===== src/rtl/cache_line_ctrl.sv =====
// Controller for a direct-mapped, read-only cache: tag compare, multi-beat line
// refill from memory, and whole-cache invalidation. Valid bits live in this block.
module cache_line_ctrl #(
    parameter int ADDR_WIDTH   = 32,
    parameter int INDEX_LENGTH = 6,
    parameter int WORD_OFF     = 2,
    parameter int TAG_LENGTH   = ADDR_WIDTH - INDEX_LENGTH - WORD_OFF - 2
) (
    input  logic                    clk,
    input  logic                    rst,
    input  logic                    cpu_req,
    input  logic [ADDR_WIDTH-1:0]   cpu_addr,
    output logic                    cpu_ready,
    input  logic                    flush,
    output logic                    flush_done,
    output logic [INDEX_LENGTH-1:0] tag_index,
    output logic [TAG_LENGTH-1:0]   tag_in,
    output logic                    tag_w_en,
    input  logic [TAG_LENGTH-1:0]   tag_out,
    output logic [INDEX_LENGTH-1:0] data_index,
    output logic [WORD_OFF-1:0]     data_word,
    output logic                    data_w_en,
    output logic                    mem_req,
    output logic [ADDR_WIDTH-1:0]   mem_addr,
    input  logic                    mem_rvalid
);

    localparam int CACHE_LINE_NUM = 2**INDEX_LENGTH;

    typedef enum logic [1:0] {IDLE, LOOKUP, REFILL, UPDATE} state_t;

    state_t                    state;
    logic [TAG_LENGTH-1:0]     latTag;
    logic [INDEX_LENGTH-1:0]   latIndex;
    logic [WORD_OFF-1:0]       latWord;
    logic [WORD_OFF-1:0]       beatCnt;
    logic [CACHE_LINE_NUM-1:0] validBits;
    logic                      flushPend;
    logic                      flushDoneQ;

    logic [WORD_OFF-1:0]       reqWord;
    logic [INDEX_LENGTH-1:0]   reqIndex;
    logic [TAG_LENGTH-1:0]     reqTag;
    logic                      hit;
    logic                      unusedByteBits;

    // Byte-within-word bits play no part in a word-granular read-only cache.
    assign unusedByteBits = ^cpu_addr[1:0];
    assign reqWord        = cpu_addr[WORD_OFF+1:2];
    assign reqIndex       = cpu_addr[WORD_OFF+2 +: INDEX_LENGTH];
    assign reqTag         = cpu_addr[ADDR_WIDTH-1 -: TAG_LENGTH];

    assign hit = validBits[latIndex] && (tag_out == latTag);

    assign cpu_ready  = (state == LOOKUP) && hit;
    assign flush_done = flushDoneQ;
    assign tag_index  = latIndex;
    assign tag_in     = latTag;
    assign tag_w_en   = (state == UPDATE);
    assign data_index = latIndex;
    assign data_word  = (state == REFILL) ? beatCnt : latWord;
    assign data_w_en  = (state == REFILL) && mem_rvalid;
    assign mem_req    = (state == REFILL);
    assign mem_addr   = {latTag, latIndex, {(WORD_OFF + 2){1'b0}}};

    always_ff @(posedge clk or negedge rst) begin
        if (!rst) begin
            state      <= IDLE;
            latTag     <= '0;
            latIndex   <= '0;
            latWord    <= '0;
            beatCnt    <= '0;
            validBits  <= '0;
            flushPend  <= 1'b0;
            flushDoneQ <= 1'b0;
        end else begin
            flushDoneQ <= 1'b0;
            // A flush seen while busy is remembered and served on return to IDLE.
            if (state != IDLE && flush) begin
                flushPend <= 1'b1;
            end
            unique case (state)
                IDLE: begin
                    if (flush || flushPend) begin
                        validBits  <= '0;
                        flushDoneQ <= 1'b1;
                        flushPend  <= 1'b0;
                    end else if (cpu_req) begin
                        latTag   <= reqTag;
                        latIndex <= reqIndex;
                        latWord  <= reqWord;
                        state    <= LOOKUP;
                    end
                end
                LOOKUP: begin
                    if (hit) begin
                        state <= IDLE;
                    end else begin
                        beatCnt <= '0;
                        state   <= REFILL;
                    end
                end
                REFILL: begin
                    if (mem_rvalid) begin
                        beatCnt <= beatCnt + 1'b1;
                        if (beatCnt == '1) begin
                            state <= UPDATE;
                        end
                    end
                end
                UPDATE: begin
                    validBits[latIndex] <= 1'b1;
                    state               <= LOOKUP;
                end
                default: state <= IDLE;
            endcase
        end
    end

endmodule


===== config.mk =====
export PLATFORM = sky130hd
export DESIGN_NAME = cache_line_ctrl
export DESIGN_NICKNAME = d
export VERILOG_FILES = /design/src/rtl/cache_line_ctrl.sv
export SDC_FILE = /design/constraint.sdc
export NUM_CORES = 1
export LEC_CHECK = 0
export CORE_MARGIN = 3
export CORE_UTILIZATION = 53
export CTS_CLUSTER_DIAMETER = 80
export DETAILED_ROUTE_END_ITERATION = 8
export PLACE_DENSITY = 0.93
export SYNTH_ARGS = -nofsm -noshare
export SYNTH_HDL_FRONTEND = slang
export SYNTH_SLANG_ARGS = --single-unit

===== constraint.sdc =====
create_clock -name clk -period 5.6 [get_ports clk]
set_input_delay 0.56 -clock clk [delete_from_list [all_inputs] [get_ports clk]]
set_output_delay 0.56 -clock clk [all_outputs]
set_load 0.01 [all_outputs]

==> results.cfg, run 1 <==
[layout]
sequential_cell_area_um2 = 2500
drive_gt1_share_pct = 10.6
area_occupied_by_multi_input_gates_um2 = 2070
finish.cell_count_without_fillers = 647
finish.utilization_pct = 69.9
area.growth.synth_to_final_pct = 25.5
post-route-cell-area_um2 = 6250
final.fill_count = 590
num-nets-final = 598

[clocking]
cts_sinks = 100
post-cts-setup-buffers = 0
cts.repair.resized = 0
clk-insertion-delay-late_ps = 370
post_cts_hold_buffers = 0
clock_tree_buf_depth = 2
tritoncts = built
cts-htree-levels = 3
root_buffer = sky130_fd_sc_hd__clkbuf_8
cts-buffers-inserted = 9
clk_pin_slew_worst_paths_ps = 90

[drt]
ant_nets = 0
drc = 0
dr.pass1.iters = 5
dr_total_vias = 3836
avgRoutedWirePerCell_um = 20.5
route.detailed.vias_per_inst = 5.93
detailedRoute.firstIterationViolations = 322
totalWireLength_um = 13300

[power]
p_leak_nw = 2.85
p_per_area_nw_per_um2 = 522
max_rail_drop_vdd_uv = 225

[sta]
fin_skew_ps = 9.05
finalCriticalPeriod_ps = 3850
max_slew.worst_pin.slew_ps = 1160
hold_viol = 0
layout_worst_path_cycle_share_pct = 68.8
timing.fmax_ghz = 0.260
setup_repair_after_global_routing_missed_its_margin = false
final-setup-viol-count = 0
drv_slew = 0
tns_ps = 0
relSlewSlack_pct = 21.8

[synth]
synth_cell_type_count = 44
syn-instance-count = 453
netlist_area_um2 = 4980
yosys_register_bits = 100
mean_instance_size_in_the_synthesized_netlist_um2 = 11.0
synth_compound_gate_area_share_pct = 8.93
ys_warn_count = 0
post_synth_xor_area_fraction_pct = 3.87
yosys-mux-area-fraction_pct = 16.3
post_synth_fa_ha_maj_area_fraction_pct = 1.26
synth-edff-count = 0
synth_flop_cell = sky130_fd_sc_hd__dfrtp_1
synth_top_family_by_area = multiplexers
synth_seq_area_share_pct = 50.3
synth_simple_gate_area_share_pct = 10.7
fraction_of_registers_with_async_set_reset_pct = 100

[critical_path]
critical_path.max_fanout = 28
crit_arrival_ps = 3290
timing.critical_path.required_ps = 5040
ff2ff_setup_slack_ps = 2690
worst-setup-path-type = reg2out
cpPeakStageDelay_ps = 1050
crit_chain = mux4_1, a22o_1, a31oi_1, o211ai_1, o211ai_2, inv_1, clkdlybuf4s50_1
r2r_cells = 7
buf_inv_stages_crit_path = 2
critical_path_depth = 7
worst_r2r_startpoint = data_index[2]
timing.critical_path.from_type = flop
r2r_end = beatCnt[0]
endpoint_kind = output port
critPathTopFamily = flip-flops
crit_path_top_delay_cell = sky130_fd_sc_hd__dfrtp_1

[die]
placeableCoreArea_um2 = 8930
placement_rows = 34
die_h_um = 103
die_width_um = 103
initial_core_util_pct = 55.7
design.die.area_um2 = 10600
boundaryPins = 132

[global_routing]
antenna_found_initial = 1
grt.overflow.total = 0
grt_max_degree = 73
groute.usage.overall_pct = 25.8
global_route_wire_length_before_repair_um = 20700
number_of_global_route_vias_before_repair = 3962

[placement]
io_buffers = 125
dpl.cell_count = 631
dpl_cell_area_um2 = 6000
detailed_place_hpwl_um = 9290
routabilityCongestion = 0.809

[flow_run]
cap_viol_max_count = 0

[outcome]
status = complete, no violations

[worst_hold_path]
hold_path_class = in2async
==> through the flow <==
| step | setup WS [ps] | hold slack [ps] | total power, mW |
|---|---|---|---|
| 2_1_floorplan | 3140 | 264 | 2.11 |
| 3_3_place_gp | 1920 | 468 | 2.62 |
| 3_5_place_dp | 1950 | 480 | 2.70 |
| 4_1_cts | 1730 | 98.6 | 3.26 |
| 5_1_grt | 1590 | 117 | 3.44 |
| 6_report | 1750 | 93.5 | 3.26 |
==> worst max-delay path by stage <==
stage	from	to	slack, ps
after floorplan	data_index[0]	cpu_ready	3140
after global placement	tag_out[5]	cpu_ready	1920
after detailed placement	tag_out[5]	cpu_ready	1950
after CTS	data_index[2]	cpu_ready	1730
after global routing	data_index[2]	cpu_ready	1590
final	data_index[2]	cpu_ready	1750
==> report_power, final <==
part | switching (mW) | total, mW | internal, mW
clock network | 0.242 | 0.549 | 0.307
registers | 0.274 | 1.20 | 0.931
logic | 0.726 | 1.51 | 0.785
total | 1.24 | 3.26 | 2.02
==> routing by layer <==
metal | wire [um] | track usage, % | part of all wire [%] | vias up
li1 | - | - | - | 1684
met1 | 4890 | 30.6 | 37 | 1878
met2 | 6770 | 44.5 | 51 | 232
met3 | 1140 | 5.41 | 8.6 | 42
met4 | 481 | 12.6 | 3.6 | 0
met5 | 0 | 0 | 0 | -
==> kinds of logic (layout without fill, tap and decap cells) <==
family / count (synthesis) / after routing
compound gates: 82 / 82
xor+xnor: 22 / 22
fa+ha+maj: 5 / 5
buf+inv: 68 / 150
flops: 100 / 100
mux: 56 / 56
other cells: 1 / 5
simple gates: 119 / 119
==> final cells by class <==
class,count,area share [%]
Tap cell,108,2.16
Timing Repair Buffer,129,20.5
Inverter,6,0.361
Clock inverter,4,1.56
Clock buffer,11,2.26
Sequential cell,100,40.1
Multi-Input combinational cell,288,33.1
Antenna cell,1,0.0401
==> placed cells by master (no fill, tap or decap), types with 3 or more instances in the layout <==
cell type and n:
sky130_fd_sc_hd__clkdlybuf4s50_1 124, sky130_fd_sc_hd__dfrtp_1 100, sky130_fd_sc_hd__nor2_1 78, sky130_fd_sc_hd__a21oi_1 65
sky130_fd_sc_hd__mux2_2 32, sky130_fd_sc_hd__xor2_1 18, sky130_fd_sc_hd__mux4_1 11, sky130_fd_sc_hd__mux2i_1 10
sky130_fd_sc_hd__clkbuf_8 10, sky130_fd_sc_hd__nand2_1 9, sky130_fd_sc_hd__inv_1 6, sky130_fd_sc_hd__and2_1 5
sky130_fd_sc_hd__nand2b_1 5, sky130_fd_sc_hd__o21ai_0 5, sky130_fd_sc_hd__nor4_1 5, sky130_fd_sc_hd__ha_1 5
sky130_fd_sc_hd__buf_4 5, sky130_fd_sc_hd__xnor2_1 4, sky130_fd_sc_hd__conb_1 4, sky130_fd_sc_hd__o22ai_1 3
sky130_fd_sc_hd__and3_1 3, sky130_fd_sc_hd__bufinv_16 3
==> cell usage after synthesis, drive strengths merged, types with 4 or more instances <==
cell,n,area [um^2]
and2,5,31.3
o21ai,5,25.0
mux2i,10,100
nand2b,5,31.3
mux2,33,375
buf,47,348
mux4,13,334
dfrtp,100,2500
clkbuf,15,56.3
inv,6,22.5
ha,5,62.6
nor4,5,31.3
xor2,18,158
xnor2,4,35.0
a21oi,65,325
nand2,9,33.8
nor2,79,297
==> state kept, by name, indices dropped and copies added (netlist names) <==
| name | cells |
|---|---|
| validBits | 64 |
| flushPend | 1 |
| tag_in | 22 |
| state | 2 |
| beatCnt | 2 |
| latWord | 2 |
| flush_done | 1 |
| data_index | 6 |
(Power assumes the default switching activity.)
==> run 2, diff against run 1 <==
--- a/config.mk
+++ b/config.mk
@@ -6,10 +6,10 @@
 export NUM_CORES = 1
 export LEC_CHECK = 0
 export CORE_MARGIN = 3
-export CORE_UTILIZATION = 53
+export CORE_UTILIZATION = 44
 export CTS_CLUSTER_DIAMETER = 80
 export DETAILED_ROUTE_END_ITERATION = 8
-export PLACE_DENSITY = 0.93
+export PLACE_DENSITY = 0.83
 export SYNTH_ARGS = -nofsm -noshare
 export SYNTH_HDL_FRONTEND = slang
 export SYNTH_SLANG_ARGS = --single-unit
==> constraint.sdc (replaced) <==
create_clock -name clk -period 3.27 [get_ports clk]
set_input_delay 0.327 -clock clk [delete_from_list [all_inputs] [get_ports clk]]
set_output_delay 0.327 -clock clk [all_outputs]
set_load 0.01 [all_outputs]
==> results.cfg, run 2 (same netlist as run 1, synthesis figures left out) <==
[die]
boundaryPins = 132
die_h_um = 112
die_width_um = 112
placement_rows = 38
placeableCoreArea_um2 = 10900
initial_core_util_pct = 45.5
design.die.area_um2 = 12600

[power]
max_rail_drop_vdd_uv = 465
power_frac_clock_pct = 21.0
seq_power_share_pct = 34.2
net_switching_power_mw = 2.14
comb_power_share_pct = 44.7
power.internal_mw = 3.82
power.share.switching_pct = 35.9
p_leak_nw = 3.00
p_per_area_nw_per_um2 = 914
power_mw = 5.97

[global_routing]
antenna_found_initial = 1
number_of_global_route_vias_before_repair = 3728
global_route_wire_length_before_repair_um = 20000
grt.overflow.total = 0
grt_max_degree = 37
groute.usage.overall_pct = 20.1

[layout]
flip_flop_count_of_the_largest_register_all_copies_and_words_added = 64
post-route-cell-area_um2 = 6530
final_common_cell = sky130_fd_sc_hd__clkdlybuf4s50_1
num-nets-final = 610
most_flops_register = validBits
final_cell_mix = sky130_fd_sc_hd__clkdlybuf4s50_1, sky130_fd_sc_hd__dfrtp_1, sky130_fd_sc_hd__nor2_1
drive_gt1_share_pct = 13.2
final.fill_count = 867
area.growth.synth_to_final_pct = 31.2

[drt]
detailedRoute.firstIterationViolations = 323
drc = 0
avgRoutedWirePerCell_um = 18.3
totalWireLength_um = 12700
m1WireLength_um = 5160
dr_total_vias = 3836
route.detailed.vias_per_inst = 5.54
ant_nets = 0
dr_wl_met3_um = 746
met2_length_um = 6550
dr.pass1.iters = 4
route.top_layer_used = met4

[placement]
io_buffers = 125
detailed_place_hpwl_um = 9210
dpl_cell_area_um2 = 6120
routabilityCongestion = 0.973

[critical_path]
worst-setup-path-type = reg2out
endpoint_kind = output port
timing.critical_path.required_ps = 2940
critical_path.max_fanout = 9
crit_arrival_ps = 2490
timing.critical_path.from_type = flop

[sta]
fin_skew_ps = 12.5
tns_ps = 0
relSlewSlack_pct = 44.5
finalCriticalPeriod_ps = 2820
final-setup-viol-count = 0
setup_repair_after_global_routing_missed_its_margin = false
timing.fmax_ghz = 0.355
layout_worst_path_cycle_share_pct = 86.1
hold_viol = 0
drv_slew = 0
max_slew.worst_pin.slew_ps = 832

[clocking]
clock_tree_buf_depth = 2
clk-insertion-delay-late_ps = 350
tritoncts = built
cts_sinks = 100
clk_pin_slew_worst_paths_ps = 70
root_buffer = sky130_fd_sc_hd__clkbuf_16
cts-htree-levels = 3
cts-buffers-inserted = 9

[worst_hold_path]
hold_path_class = in2async

[flow_run]
cap_viol_max_count = 0

[outcome]
status = complete, no violations
run 2: changes by cell type in the layout (fill, tap and decap cells not counted), sizes merged:
cell,change
dlymetal6s2s,+1
clkdlybuf4s50,-1
clkinv,+2
dlygate4sd3,+1
clkinvlp,-1
buf,+11
run 2: area by class of cell:
class / count / area (um^2) / area share, %
antenna: 1 / 2.50 / 0.0383
clock buffer: 11 / 253 / 3.87
clock inverter: 5 / 108 / 1.65
inverter: 6 / 22.5 / 0.345
multi-input combinational: 288 / 2070 / 31.7
sequential: 100 / 2500 / 38.4
tap: 140 / 175 / 2.68
timing repair buffer: 141 / 1390 / 21.3
run 2: metrics by stage:
| stage | utilization, % | instances | hold WS, ps | worst slack (ps) |
|---|---|---|---|---|
| finish | 59.7 | 692 | 454 | 453 |
| global route | 59.7 | 692 | 506 | 299 |
| floorplan | - | 456 | 31.4 | 982 |
| detailed placement | 56.0 | 672 | 287 | 202 |
| CTS | 59.4 | 689 | 469 | 61.9 |
| global placement | 56.0 | 672 | 281 | 172 |
run 2: worst max-delay path, cell delays in order (launching register included):
cell and delay (ps):
sky130_fd_sc_hd__dfrtp_2 420, sky130_fd_sc_hd__buf_6 180, sky130_fd_sc_hd__mux4_1 580, sky130_fd_sc_hd__mux2i_1 170, sky130_fd_sc_hd__o22ai_1 100, sky130_fd_sc_hd__o22a_1 240, sky130_fd_sc_hd__o211ai_2 210, sky130_fd_sc_hd__inv_1 60
sky130_fd_sc_hd__dlymetal6s2s_1 180
run 2: power groups by stage:
stage | clock network [mW] | logic [mW] | registers (mW)
2_1_floorplan | 0 | 1.65 | 1.96
3_3_place_gp | 0 | 2.57 | 2.03
3_5_place_dp | 0 | 2.63 | 2.06
4_1_cts | 1.26 | 2.65 | 2.04
5_1_grt | 1.31 | 2.86 | 2.10
6_report | 1.25 | 2.67 | 2.04
run 2: timing repair:
| item | CTS | global route |
|---|---|---|
| endpoints found under the setup margin | 1 | 1 |
| endpoints found under the hold margin | 30 | 0 |
| hold buffers | 1 | 0 |
| buffers inserted | 0 | 2 |
| gates resized for setup | 1 | 4 |
| pin swaps | 0 | 1 |
run 2: layer usage:
layer / track usage, % / up-vias
li1: - / 1718
met1: 26.2 / 1946
met2: 33.8 / 152
met3: 3.13 / 20
met4: 8.01 / 0
met5: 0 / -
run 2: worst paths after layout:
path / start / endpoint / slack [ps] / cells past startpoint
max: data_index[0] / cpu_ready / 450 / 8
min: rst / tag_in[21] / 450 / 2
max reg2reg: data_index[0] / beatCnt[0] / 870 / 8
min reg2reg: validBits[0] / validBits[0] / 500 / 2
max in group asynchronous: rst / validBits[25] / 2010 / 3
min in group clk: validBits[0] / validBits[0] / 500 / 2
==> run 3, diff against run 2 <==
--- a/config.mk
+++ b/config.mk
@@ -5,11 +5,13 @@
 export SDC_FILE = /design/constraint.sdc
 export NUM_CORES = 1
 export LEC_CHECK = 0
+export ABC_AREA = 1
+export ABC_CLOCK_PERIOD_IN_PS = 3270
 export CORE_MARGIN = 3
-export CORE_UTILIZATION = 44
+export CORE_UTILIZATION = 45
 export CTS_CLUSTER_DIAMETER = 80
 export DETAILED_ROUTE_END_ITERATION = 8
-export PLACE_DENSITY = 0.83
+export PLACE_DENSITY = 0.84
 export SYNTH_ARGS = -nofsm -noshare
 export SYNTH_HDL_FRONTEND = slang
 export SYNTH_SLANG_ARGS = --single-unit
==> results.cfg, run 3 <==
[outcome]
status = complete, no violations

[clocking]
clk_pin_slew_worst_paths_ps = 70
tritoncts = built
clk-insertion-delay-late_ps = 350
cts-htree-levels = 3
cts_sinks = 100
post-cts-setup-buffers = 0
cts-buffers-inserted = 9
clock_tree_buf_depth = 2
root_buffer = sky130_fd_sc_hd__clkbuf_16
cts.repair.resized = 0

[critical_path]
r2r_end = validBits[2]
timing.critical_path.from_type = flop
worst_r2r_startpoint = data_index[1]
critical_path.max_fanout = 36
endpoint_kind = output port
r2r_cells = 6
timing.critical_path.required_ps = 2940
crit_arrival_ps = 2680
ff2ff_setup_slack_ps = 1130
worst-setup-path-type = reg2out

[synth]
post-synth-top-count-cell = sky130_fd_sc_hd__nand2_1
netlist_area_um2 = 5430
synth_seq_area_share_pct = 46.1
synth_cell_type_count = 31
ys_warn_count = 0
fraction_of_registers_with_async_set_reset_pct = 100
synth-edff-count = 0
synthTopCellsByCount = sky130_fd_sc_hd__nand2_1, sky130_fd_sc_hd__dfrtp_1, sky130_fd_sc_hd__inv_1, sky130_fd_sc_hd__a21oi_1, sky130_fd_sc_hd__buf_4
mean_instance_size_in_the_synthesized_netlist_um2 = 8.42
post-synth-top-area-fraction_pct = 46.1
synth_flop_cell = sky130_fd_sc_hd__dfrtp_1
synthDominantAreaCellType = sky130_fd_sc_hd__dfrtp_1
post_synth_main_area_contributors = sky130_fd_sc_hd__dfrtp_1, sky130_fd_sc_hd__nand2_1, sky130_fd_sc_hd__a21oi_1
yosys_register_bits = 100
syn-instance-count = 645

[global_routing]
use_met1_pct = 26.9
grt.overflow.total = 0
global_route_wire_length_before_repair_um = 21600
grt.met2_usage_pct = 33.9
most_used_layer_global_route = met2
grt_max_degree = 65
antenna_found_initial = 0
grtUsageMet3_pct = 4.13
number_of_global_route_vias_before_repair = 4297
groute.usage.overall_pct = 20.4

[layout]
drive_gt1_share_pct = 10.0
most_flops_register = validBits
n_antenna_cell = 0
final.fill_count = 971
final_cell_mix = sky130_fd_sc_hd__nand2_1, sky130_fd_sc_hd__clkdlybuf4s50_1, sky130_fd_sc_hd__dfrtp_1
flip_flop_count_of_the_largest_register_all_copies_and_words_added = 64
area.growth.synth_to_final_pct = 26.2
num-nets-final = 798
final_common_cell = sky130_fd_sc_hd__nand2_1

[drt]
totalWireLength_um = 13900
detailedRoute.firstIterationViolations = 451
ant_nets = 0
route.detailed.vias_per_inst = 5.11
avgRoutedWirePerCell_um = 15.8
dr_total_vias = 4507
dr.pass1.iters = 5
drc = 0

[worst_hold_path]
hold_path_class = in2async

[placement]
detailed_place_hpwl_um = 9470
post-place-ws_ps = 522
routabilityCongestion = 0.822
io_buffers = 125

[sta]
finalCriticalPeriod_ps = 3010
hold_viol = 0
setup_repair_after_global_routing_missed_its_margin = false
layout_worst_path_cycle_share_pct = 92.1
timing.fmax_ghz = 0.332
max_slew.worst_pin.slew_ps = 826
tns_ps = 0
drv_slew = 0
layout_setup_ws_ps = 258
final-setup-viol-count = 0
fin_skew_ps = 7.31
relSlewSlack_pct = 44.7

[power]
p_per_area_nw_per_um2 = 885
max_rail_drop_vdd_uv = 396
p_leak_nw = 3.13

[die]
placement_rows = 39
die_width_um = 116
design.die.area_um2 = 13400
initial_core_util_pct = 46.8
placeableCoreArea_um2 = 11600
die_h_um = 116
boundaryPins = 132

[flow_run]
cap_viol_max_count = 0
==> run 3: changes by cell type in the layout (fill, tap and decap cells not counted), sizes merged, moves of 8 or more <==
cell	delta
nand2	+163
inv	+81
nor2	-41
nand3	+33
mux4	-13
mux2	-11
a21oi	+10
mux2i	-10
nor3	+9
buf	-8
xor2	-8
==> run 3: critical path: stages, from the launching register on <==
cell,delay (ps)
sky130_fd_sc_hd__dfrtp_1,400
sky130_fd_sc_hd__inv_2,500
sky130_fd_sc_hd__nand2_1,150
sky130_fd_sc_hd__nand3_1,130
sky130_fd_sc_hd__nand2_1,60
sky130_fd_sc_hd__o21ai_1,130
sky130_fd_sc_hd__nand2_1,90
sky130_fd_sc_hd__nor2_2,130
sky130_fd_sc_hd__nand2_2,90
sky130_fd_sc_hd__nand3_2,110
sky130_fd_sc_hd__inv_1,40
sky130_fd_sc_hd__clkdlybuf4s50_1,490
==> run 3: logic make-up (layout without fill, tap and decap cells) <==
group                      Yosys count  after routing  synth area share [%]
and+or+nand+nor                    271            271                  23.3
buffers and inverters              142            233                  13.7
DFF                                100            100                  46.1
AOI/OAI and AO/OA                   87             87                  8.41
muxes                               22             22                  4.56
xor gates and xnor gates            17             17                  2.74
adders and majority gates            5              5                  1.15
other                                1              4                0.0690
==> run 3: layout make-up <==
type                    count  area [um^2]  share of cell area, %
well taps                 143          179                   2.61
clock inverters             7          106                   1.55
multi-input cells         406         2200                   32.2
repair buffers            133         1320                   19.3
inverters                  84          315                   4.60
flip-flops and latches    100         2500                   36.5
clock buffers               9          225                   3.28
==> run 3: worst max path at each step <==
stage                        startpoint         to  slack, ps  cells after the start
after detailed placement     tag_out[1]  cpu_ready        520                     10
after CTS                 data_index[0]  cpu_ready        280                     11
after floorplan           data_index[0]  cpu_ready       1530                     11
after global routing      data_index[0]  cpu_ready        120                     11
final                     data_index[0]  cpu_ready        260                     11
after global placement       tag_out[1]  cpu_ready        570                     10
==> run 3: layer usage <==
layer | routed length (um) | vias to the layer above
met5 | 0 | -
met4 | 320 | 0
met3 | 702 | 28
met2 | 7180 | 151
met1 | 5690 | 2152
li1 | - | 2176
==> run 3: power breakdown <==
part	switching [mW]	leakage, nW	internal, mW
Sequential	0.284	1.32	1.55
Clock	0.500	0.163	0.684
Combinational	1.73	1.65	1.33
Total	2.51	3.13	3.56
==> run 3: repair_timing <==
action | 4_1_cts | 5_1_grt
endpoints found under the setup margin | 0 | 0
hold buffers | 1 | 0
endpoints found under the hold margin | 42 | 0
==> run 3: stage by stage <==
stage               util, %  cells  power, mW  instance area, um^2  hold WS, ps
floorplan                 -    648       3.85                 5440         31.4
global placement       56.1    865       4.80                 6520          345
detailed placement     56.1    865       4.87                 6520          348
CTS                    59.0    882       6.08                 6860          511
global route           59.0    882       6.43                 6860          531
finish                 59.0    882       6.07                 6860          512
